$ cat config.mk
export PLATFORM = sky130hd
export DESIGN_NAME = call_stack_flat
export DESIGN_NICKNAME = d
export VERILOG_FILES = /design/src/rtl/call_stack_pkg.sv /design/src/rtl/call_stack_if.sv /design/src/rtl/call_stack_mem.sv /design/src/rtl/call_stack.sv /design/src/flat_wrapper.sv
export SDC_FILE = /design/constraint.sdc
export NUM_CORES = 1
export LEC_CHECK = 0
export CORE_MARGIN = 2
export CORE_UTILIZATION = 40
export CTS_BUF_LIST = sky130_fd_sc_hd__clkbuf_8
export CTS_CLUSTER_DIAMETER = 40
export DETAILED_ROUTE_END_ITERATION = 12
export GPL_TIMING_DRIVEN = 0
export HOLD_SLACK_MARGIN = 0.02
export PLACE_DENSITY = 0.58
export SLEW_MARGIN = 20
export SYNTH_ARGS = -nofsm -noshare
export SYNTH_HDL_FRONTEND = slang
export SYNTH_HIERARCHICAL = 1
export SYNTH_SLANG_ARGS = --single-unit
$ cat constraint.sdc
create_clock -name clk -period 7.8 [get_ports clk]
set_clock_uncertainty 0.2 [all_clocks]
set_input_delay 1.56 -clock clk [delete_from_list [all_inputs] [get_ports clk]]
set_output_delay 1.56 -clock clk [all_outputs]
set_load 0.05 [all_outputs]
$ cat src/rtl/call_stack_pkg.sv
// Shared definitions for the call/return stack: per-cycle operation encoding
// and the count-width helper.
package call_stack_pkg;

    typedef enum logic [1:0] {
        OP_NONE = 2'd0,
        OP_PUSH = 2'd1,
        OP_POP  = 2'd2,
        OP_REPL = 2'd3
    } op_e;

    // Bits needed to hold an occupancy of 0..depth inclusive.
    function automatic int cnt_w(input int depth);
        return $clog2(depth + 1);
    endfunction

endpackage

$ cat src/rtl/call_stack_if.sv
// Bundle of the stack's operation inputs and status outputs; the PC logic
// drives the master side, the stack implements the slave side.
interface call_stack_if
    import call_stack_pkg::*;
#(
    parameter int WIDTH = 12,
    parameter int DEPTH = 4
);
    localparam int CNT_W = cnt_w(DEPTH);

    logic             push;
    logic             pop;
    logic [WIDTH-1:0] din;
    logic             clr_err;
    logic [WIDTH-1:0] top;
    logic [CNT_W-1:0] count;
    logic             empty;
    logic             full;
    logic             ovf;
    logic             unf;

    modport master (
        output push, pop, din, clr_err,
        input  top, count, empty, full, ovf, unf
    );

    modport slave (
        input  push, pop, din, clr_err,
        output top, count, empty, full, ovf, unf
    );

endinterface

$ cat src/rtl/call_stack_mem.sv
// Entry storage for the call stack: one synchronous write port, one
// asynchronous read port, no reset.
module call_stack_mem #(
    parameter int WIDTH = 12,
    parameter int DEPTH = 4,
    parameter int AW    = $clog2(DEPTH)
) (
    input  logic             clk,
    input  logic             i_we,
    input  logic [AW-1:0]    i_waddr,
    input  logic [WIDTH-1:0] i_wdata,
    input  logic [AW-1:0]    i_raddr,
    output logic [WIDTH-1:0] o_rdata
);

    logic [WIDTH-1:0] r_mem [DEPTH];

    always_ff @(posedge clk) begin
        if (i_we) begin
            r_mem[i_waddr] <= i_wdata;
        end
    end

    // Out-of-range addresses occur when the caller discards the read data anyway.
    always_comb begin
        o_rdata = '0;
        if (int'(i_raddr) < DEPTH) begin
            o_rdata = r_mem[i_raddr];
        end
    end

endmodule

$ cat src/rtl/call_stack.sv
// Call/return stack: op decode, saturating count, registered top-of-stack and
// sticky overflow/underflow flags around a register-array store.
module call_stack
    import call_stack_pkg::*;
#(
    parameter int WIDTH = 12,
    parameter int DEPTH = 4
) (
    input  logic         clk,
    input  logic         rst_n,
    call_stack_if.slave  bus
);

    localparam int CNT_W = cnt_w(DEPTH);
    localparam int AW    = $clog2(DEPTH);

    op_e              w_op;
    logic             w_empty;
    logic             w_full;
    logic             w_we;
    logic [AW-1:0]    w_waddr;
    logic [AW-1:0]    w_raddr;
    logic [WIDTH-1:0] w_rdata;

    logic [CNT_W-1:0] r_count;
    logic [WIDTH-1:0] r_top;
    logic             r_ovf;
    logic             r_unf;

    assign w_empty = (r_count == '0);
    assign w_full  = (r_count == CNT_W'(DEPTH));

    always_comb begin
        w_op = OP_NONE;
        if (bus.push && bus.pop) begin
            w_op = OP_REPL;
        end else if (bus.push) begin
            w_op = OP_PUSH;
        end else if (bus.pop) begin
            w_op = OP_POP;
        end
    end

    // Replace overwrites the current top; a replace on an empty stack degrades to a push.
    always_comb begin
        w_we    = 1'b0;
        w_waddr = AW'(r_count);
        if (w_op == OP_PUSH && !w_full) begin
            w_we = 1'b1;
        end else if (w_op == OP_REPL) begin
            w_we = 1'b1;
            if (!w_empty) begin
                w_waddr = AW'(r_count - CNT_W'(1));
            end
        end
    end

    assign w_raddr = AW'(r_count - CNT_W'(2));

    call_stack_mem #(
        .WIDTH (WIDTH),
        .DEPTH (DEPTH),
        .AW    (AW)
    ) u_mem (
        .clk     (clk),
        .i_we    (w_we),
        .i_waddr (w_waddr),
        .i_wdata (bus.din),
        .i_raddr (w_raddr),
        .o_rdata (w_rdata)
    );

    always_ff @(posedge clk or negedge rst_n) begin
        if (!rst_n) begin
            r_count <= '0;
            r_top   <= '0;
            r_ovf   <= 1'b0;
            r_unf   <= 1'b0;
        end else begin
            // Error events below override a same-cycle clear.
            if (bus.clr_err) begin
                r_ovf <= 1'b0;
                r_unf <= 1'b0;
            end
            case (w_op)
                OP_PUSH: begin
                    if (w_full) begin
                        r_ovf <= 1'b1;
                    end else begin
                        r_count <= r_count + CNT_W'(1);
                        r_top   <= bus.din;
                    end
                end
                OP_POP: begin
                    if (w_empty) begin
                        r_unf <= 1'b1;
                    end else begin
                        r_count <= r_count - CNT_W'(1);
                        r_top   <= (r_count == CNT_W'(1)) ? '0 : w_rdata;
                    end
                end
                OP_REPL: begin
                    r_top <= bus.din;
                    if (w_empty) begin
                        r_count <= CNT_W'(1);
                        r_unf   <= 1'b1;
                    end
                end
                default: ;
            endcase
        end
    end

    assign bus.top   = r_top;
    assign bus.count = r_count;
    assign bus.empty = w_empty;
    assign bus.full  = w_full;
    assign bus.ovf   = r_ovf;
    assign bus.unf   = r_unf;

endmodule

$ cat src/flat_wrapper.sv
// flat-port wrapper written by rule: the top's interface ports become plain ports
module call_stack_flat import call_stack_pkg::*;
#(
    parameter int WIDTH = 12,
    parameter int DEPTH = 4
)
  (clk, rst_n, bus_push, bus_pop, bus_din, bus_clr_err, bus_top, bus_count, bus_empty, bus_full, bus_ovf, bus_unf);
  call_stack_if #(.WIDTH(WIDTH), .DEPTH(DEPTH)) bus_i ();
  input  logic clk;
  input  logic rst_n;
  input wire logic [$bits(bus_i.push)-1:0] bus_push;
  input wire logic [$bits(bus_i.pop)-1:0] bus_pop;
  input wire logic [$bits(bus_i.din)-1:0] bus_din;
  input wire logic [$bits(bus_i.clr_err)-1:0] bus_clr_err;
  output wire logic [$bits(bus_i.top)-1:0] bus_top;
  output wire logic [$bits(bus_i.count)-1:0] bus_count;
  output wire logic [$bits(bus_i.empty)-1:0] bus_empty;
  output wire logic [$bits(bus_i.full)-1:0] bus_full;
  output wire logic [$bits(bus_i.ovf)-1:0] bus_ovf;
  output wire logic [$bits(bus_i.unf)-1:0] bus_unf;
  assign bus_i.push = bus_push;
  assign bus_i.pop = bus_pop;
  assign bus_i.din = bus_din;
  assign bus_i.clr_err = bus_clr_err;
  assign bus_top = bus_i.top;
  assign bus_count = bus_i.count;
  assign bus_empty = bus_i.empty;
  assign bus_full = bus_i.full;
  assign bus_ovf = bus_i.ovf;
  assign bus_unf = bus_i.unf;
  call_stack #(.WIDTH(WIDTH), .DEPTH(DEPTH)) u_core (.clk(clk), .rst_n(rst_n), .bus(bus_i));
endmodule
== Yosys cells after proc, flatten, opt, wreduce, memory -nomap -nowiden ==
Memory sizes are Yosys's and may differ from the RTL's.
Index checks and enable logic that the tools add are counted.

* Bits in registers: 17
* Latch bits: 0
* RAM bits: 48
* Bits in read-only memories: 0
* Input port bits: 17
* Output and inout bits: 19
* Word-level logic and storage cells: 48
* Memories: 1

* $add $sub $neg: 3
* $mul: 0
* Div/mod/pow operators: 0
* Magnitude comparators: 0
* Equality and inequality tests: 8
* Shifts and indexed selects: 0
* Mux-type cells: 24
* Bitwise gates (word level): 0
* Reductions and logical operators: 8

{| class="wikitable"
|+ Memories
! name !! depth !! width !! read ports !! clocked after Yosys merged registers in !! wr ports !! line !! source
|-
| u_core.u_mem.r_mem || 4 || 12 || 1 || 0 || 1 || call_stack_mem.sv:16 || <nowiki>logic [WIDTH-1:0] r_mem [DEPTH];</nowiki>
|}

{| class="wikitable"
|+ Operator list
! cell !! count
|-
| 2-to-1 mux 12 bit || 3
|-
| case mux 12 bit (3 select lines) || 1
|-
| 2-to-1 mux 2 bit || 6
|-
| 2-to-1 mux 1 bit || 10
|-
| 2-to-1 mux 3 bit || 3
|-
| case mux 3 bit (3 select lines) || 1
|-
| != test 2 bit (second input constant) || 3
|-
| == test 2 bit (second input constant) || 2
|-
| AND reduction 4 bit || 1
|-
| adder 3 x 1 -> 3 bit (second input constant) || 1
|-
| == test 3 x 1 -> 1 bit (second input constant) || 1
|-
| == test 3 bit (second input constant) || 1
|-
| logical NOT 3 bit || 1
|-
| AND reduction 3 bit || 1
|-
| nonzero test 3 bit || 1
|-
| subtractor 3 x 1 -> 3 bit (second input constant) || 1
|-
| == test 2 x 1 -> 1 bit (second input constant) || 1
|-
| logical AND 1 bit || 2
|-
| OR reduction 2 bit || 1
|-
| subtractor 2 bit (second input constant) || 1
|-
| logical NOT 1 bit || 1
|}

== Depth between registers and ports, before layout ==
* Word-level depth: 8
* Mapped depth: 8
* Mapped depth without buffers: 7

== By module ==
Netlist, hierarchy kept.

{| class="wikitable"
|+ By module, submodules not included
! module !! times used !! cells an instance !! area an instance (um^2) !! sequential area each (um^2)
|-
| call_stack_mem || 1 || 66 || 1766.7 || 1441.4
|-
| call_stack || 1 || 102 || 1086.0 || 425.4
|}

== Least setup slack after synthesis ==
OpenSTA, ideal clock, no wires.

* Path type: input to register
* Start point: input bus_pop
* End point: memory u_core.u_mem.r_mem[0][0], enable pin
* Library setup time: 399 ps
* Arrival time: 3060 ps
* Data required time: 7201 ps
* Setup slack: 4141 ps
* Stages: 5
* Buffers on the path: 1
* Path through: buf_2 > nand3_1 > nand2_1 > o21ai_0 > nor3b_1

* Elaborated cells between the ends (all ways): 13
* Those cells by class: eq/ne: 2; mux: 9; reduce/logical: 2

{| class="wikitable"
|+ RTL lines
! element !! line !! source
|-
| start, declared || flat_wrapper.sv:12 || <nowiki>input wire logic [$bits(bus_i.pop)-1:0] bus_pop;</nowiki>
|-
| 2-to-1 mux 2 bit || call_stack.sv:39 || <nowiki>end else if (bus.pop) begin</nowiki>
|-
| 2-to-1 mux 2 bit || call_stack.sv:37 || <nowiki>end else if (bus.push) begin</nowiki>
|-
| 2-to-1 mux 2 bit (*) || call_stack.sv:35 || <nowiki>if (bus.push && bus.pop) begin</nowiki>
|-
| == test 2 bit or == test 2 x 1 -> 1 bit (tied branches) || call_stack.sv:50, call_stack.sv:48 ||
|-
| 2-to-1 mux 2 bit or logical AND 1 bit (tied branches) || call_stack.sv:50, call_stack.sv:48 ||
|-
| 2-to-1 mux 2 bit (*) || call_stack.sv:48 || <nowiki>if (w_op == OP_PUSH && !w_full) begin</nowiki>
|-
| net u_core.w_waddr[1] || call_stack.sv:21 || <nowiki>logic [AW-1:0] w_waddr;</nowiki>
|-
| end, declared || call_stack_mem.sv:16 ||
|}

The timed path passes the listed nets; every way through them passes the cells marked *.

== Final worst setup path ==
* Start point: register u_core.r_count[0] (netlist: u_core/bus.count[0])
* End point: output bus_empty

* Cells in the longest elaborated chain, start to end: 1

{| class="wikitable"
|+ Ends and longest elaborated chain
! element !! line !! source
|-
| start, declared || call_stack.sv:25 || <nowiki>logic [CNT_W-1:0] r_count;</nowiki>
|-
| start signal, assigned || call_stack.sv:90 || <nowiki>r_count <= r_count + CNT_W'(1);</nowiki>
|-
| start signal, assigned || call_stack.sv:98 || <nowiki>r_count <= r_count - CNT_W'(1);</nowiki>
|-
| logical NOT 3 bit || call_stack.sv:30 || <nowiki>assign w_empty = (r_count == '0);</nowiki>
|-
| end, declared || flat_wrapper.sv:17 || <nowiki>output wire logic [$bits(bus_i.empty)-1:0] bus_empty;</nowiki>
|}

No other way between the ends.

==> flow_summary_export.csv <==
group,metric,value,unit
synth,yosysUniqueCellTypes,34,
pwr,powerDensity,396,mW/mm^2
synth,synth.top_cell.area_share,0.505,
setup_path,worstSetupStartpoint,"u_core/bus.count[0]$_DFFE_PN0P_",
global_routing,met1_usage,0.205,
synth,synth_nets,189,
floorplan,coreArea,0.00683,sq mm
setup_path,ff2ff_path_depth,7,
floorplan,die-area,0.00782,sq mm
global_routing,track_usage,0.163,
drt,drtPass1Iterations,4,
setup_path,r2r_slack,4.53,ns
outcome,status,"finished clean",
global_routing,grt-ovfl-total,0,
synth,synth_flop_cell,"edfxtp_1",
placement,dp_hpwl,3810,microns
sta,tns,0,ns
setup_path,crit_arrival,2.57,ns
drt,wl_per_cell,18.3,microns
sta,worst_pin_slew,0.895,ns
layout,drive_above_1_share,0.241,
clocking,clk_latency,0.33,ns
floorplan,die_w,88.5,microns
sta,min_period,4.33,ns
synth,yosys_warnings,6,
clocking,htree_levels,3,
setup_path,worstPathRequired,6.04,ns
setup_path,critical_path.max_stage_delay,0.81,ns
synth,synth_area_leaders,"edfxtp_1 51%, dfrtp_1 15%, mux4_2 7.9%",
sta,drv_slew,0,
drt,dr_total_vias,1660,
synth,syn_area_per_cell,17.0,sq um
setup_path,end_kind,"output pin",
sta,max_freq,231,MHz
setup_path,criticalPathCategory,"reg2out",
drt,ant_nets,0,
setup_path,crit_path_start_kind,"flop",
clocking,clock_path_buffers,2,
sta,relSlewSlack,0.401,
setup_path,crit_fanout,7,
placement,dp.cells,300,
synth,async_flop_share,0.262,
synth,ys_seq_elements,65,
layout,areaGrowthSynthToFinish,24.6,%
setup_path,path_cells,"clkbuf_1, inv_1, ha_1, nand2b_2, inv_1, clkdlybuf4s50_1",
setup_path,cp-endpoint,"bus_empty",
layout,nets,236,
global_routing,grt_pass1_wl,8970,microns
placement,placed_area,0.00334,sq mm
clocking,cts_root_buffer,"clkbuf_8",
layout,diodes,0,
layout,final_cells,316,
synth,netlist_instances,168,
clocking,cts_sinks,65,
global_routing,grt_use_met3,0.0364,
sta,grt_setup_unrepaired,"false",
placement,io_buffers,35,
floorplan,fp.dieH,88.5,microns
floorplan,rows,30,
global_routing,gr-usage-met2,0.266,
drt,wl,5790,microns
sta,finalCritPeriodShare,0.556,
global_routing,grt.busiest_layer,"met2",
setup_path,cpMostUsedCell,"inv_1",
floorplan,start_util,0.418,
sta,setup_viol,0,
sta,hold_slack,0.313,ns
clocking,postCtsHoldBufs,0,
drt,vias_per_cell,5.25,
clocking,cts.clk_slew.worst_paths,0.07,ns
synth,synth-edff-count,48,
clocking,numCtsBuffers,9,
global_routing,grt_max_degree,18,
floorplan,io_pins,36,
setup_path,slowest_stage,"clkdlybuf4s50_1",
clocking,ctsResizeCount,0,
global_routing,antenna_found_initial,0,
layout,final_area,0.00356,sq mm
flow_run,max-cap-violations,0,
clocking,cts_tree,"built",
synth,yosysTopAreaCell,"edfxtp_1",
pwr,ir_worst_vdd,130,uV
drt,drc,0,
setup_path,worstReg2RegEnd,"u_core/u_mem/r_mem[3][0]$_DFFE_PP_",
synth,synth_area,0.00285,sq mm
pwr,p_leak,1.33,nW
drt,drtIter0Drc,188,
placement,place_congestion,0.904,
synth,ys_seq_area_frac,0.654,
clocking,cts_setup_buffers,0,
global_routing,first_global_vias,1739,
hold_path,worstHoldPathType,"reg2reg",
sta,hold_viol,0,
layout,fill_cells,576,
setup_path,r2r-start,"u_core/bus.count[0]$_DFFE_PN0P_",
-- worst min-delay path by stage --
| stage | startpoint | to | slack [ns] | cells after the start |
|---|---|---|---|---|
| 6_report | u_core/bus.top[1]$_DFFE_PN0P_ | u_core/bus.top[1]$_DFFE_PN0P_ | 0.31 | 1 |
| 5_1_grt | u_core/bus.top[5]$_DFFE_PN0P_ | u_core/bus.top[5]$_DFFE_PN0P_ | 0.33 | 1 |
| 4_1_cts | u_core/bus.top[5]$_DFFE_PN0P_ | u_core/bus.top[5]$_DFFE_PN0P_ | 0.32 | 1 |
| 3_5_place_dp | u_core/bus.top[4]$_DFFE_PN0P_ | u_core/bus.top[4]$_DFFE_PN0P_ | 0.29 | 1 |
| 3_3_place_gp | u_core/bus.top[0]$_DFFE_PN0P_ | u_core/bus.top[0]$_DFFE_PN0P_ | 0.29 | 1 |
| 2_1_floorplan | u_core/bus.unf$_DFF_PN0_ | u_core/bus.unf$_DFF_PN0_ | 0.56 | 2 |
-- stage by stage --
| stage | total power [W] | util | setup WS [ns] |
|---|---|---|---|
| global placement | 0.00109 | 0.486 | 2.71 |
| floorplan | 0.000931 | - | 4.14 |
| CTS | 0.00142 | 0.521 | 3.47 |
| finish | 0.00141 | 0.521 | 3.47 |
| global route | 0.00148 | 0.521 | 3.36 |
| detailed placement | 0.00111 | 0.488 | 3.63 |
-- cell families after synthesis --
| family | Yosys count | synth area share |
|---|---|---|
| DFF | 65 | 0.654 |
| buffers and inverters | 20 | 0.0368 |
| xor gates and xnor gates | 1 | 0.00307 |
| AOI/OAI and AO/OA | 30 | 0.0816 |
| and+or+nand+nor | 23 | 0.0452 |
| muxes | 25 | 0.161 |
| adders and majority gates | 4 | 0.0175 |
-- worst max-delay path: cells and delay by family, from the launching register on --
kind	cells	cell delay [ns]
buf+inv	4	1.28
flops	1	0.49
fa+ha+maj	1	0.33
simple gates	1	0.15
-- state kept, by name, indices dropped and copies added (netlist names) --
name                flops
u_core/bus.count        3
u_core/bus.top         12
u_core/bus.ovf          1
u_core/u_mem/r_mem     48
u_core/bus.unf          1
-- layout by cell type, fill, tap and decap left out, types with 2 or more instances in the layout --
cell type,instances
mux2_4,10
nand3_1,5
a21oi_2,2
a22o_1,12
nor2_1,4
nand2b_1,2
dfrtp_1,17
buf_4,3
clkdlybuf4s50_1,35
clkinvlp_4,2
mux2_2,2
a221oi_1,2
clkinv_4,2
clkbuf_8,9
mux4_2,10
o211ai_1,2
inv_1,10
edfxtp_1,48
and3b_1,2
ha_1,4
o21ai_0,6
nand2_1,4
buf_2,6
mux4_1,2
bufinv_16,2
nor3b_1,2
buf_6,2
-- synthesized netlist by cell type (all sizes together) (2+ instances only) --
cell,number
a21oi,3
a221oi,2
a22o,12
and3b,2
buf,10
dfrtp,17
edfxtp,48
ha,4
inv,9
mux2,12
mux4,12
nand2,4
nand2b,3
nand3,5
nor2,5
nor3b,3
o211ai,2
o21ai,6
-- layer usage --
metal	routed length (microns)	part of all wire
met5	0	0
met2	2960	0.51
met3	255	0.044
met1	2470	0.43
met4	105	0.018
-- final cells by class --
type / count / area, sq um / share of cell area
buffer: 11 / 71.3 / 0.0201
inverter: 9 / 33.8 / 0.00950
timing repair buffer: 36 / 358 / 0.101
tap: 96 / 120 / 0.0338
clock buffer: 9 / 124 / 0.0348
multi-input combinational: 83 / 886 / 0.249
sequential: 65 / 1870 / 0.525
clock inverter: 7 / 96.3 / 0.0271
-- where the power goes --
part / total, W / internal [W] / switching, W
Sequential: 0.000509 / 0.000471 / 0.0000378
Clock: 0.000309 / 0.000180 / 0.000129
Combinational: 0.000590 / 0.000245 / 0.000346
Total: 0.00141 / 0.000895 / 0.000513
Power figures use the tool's default switching activity.
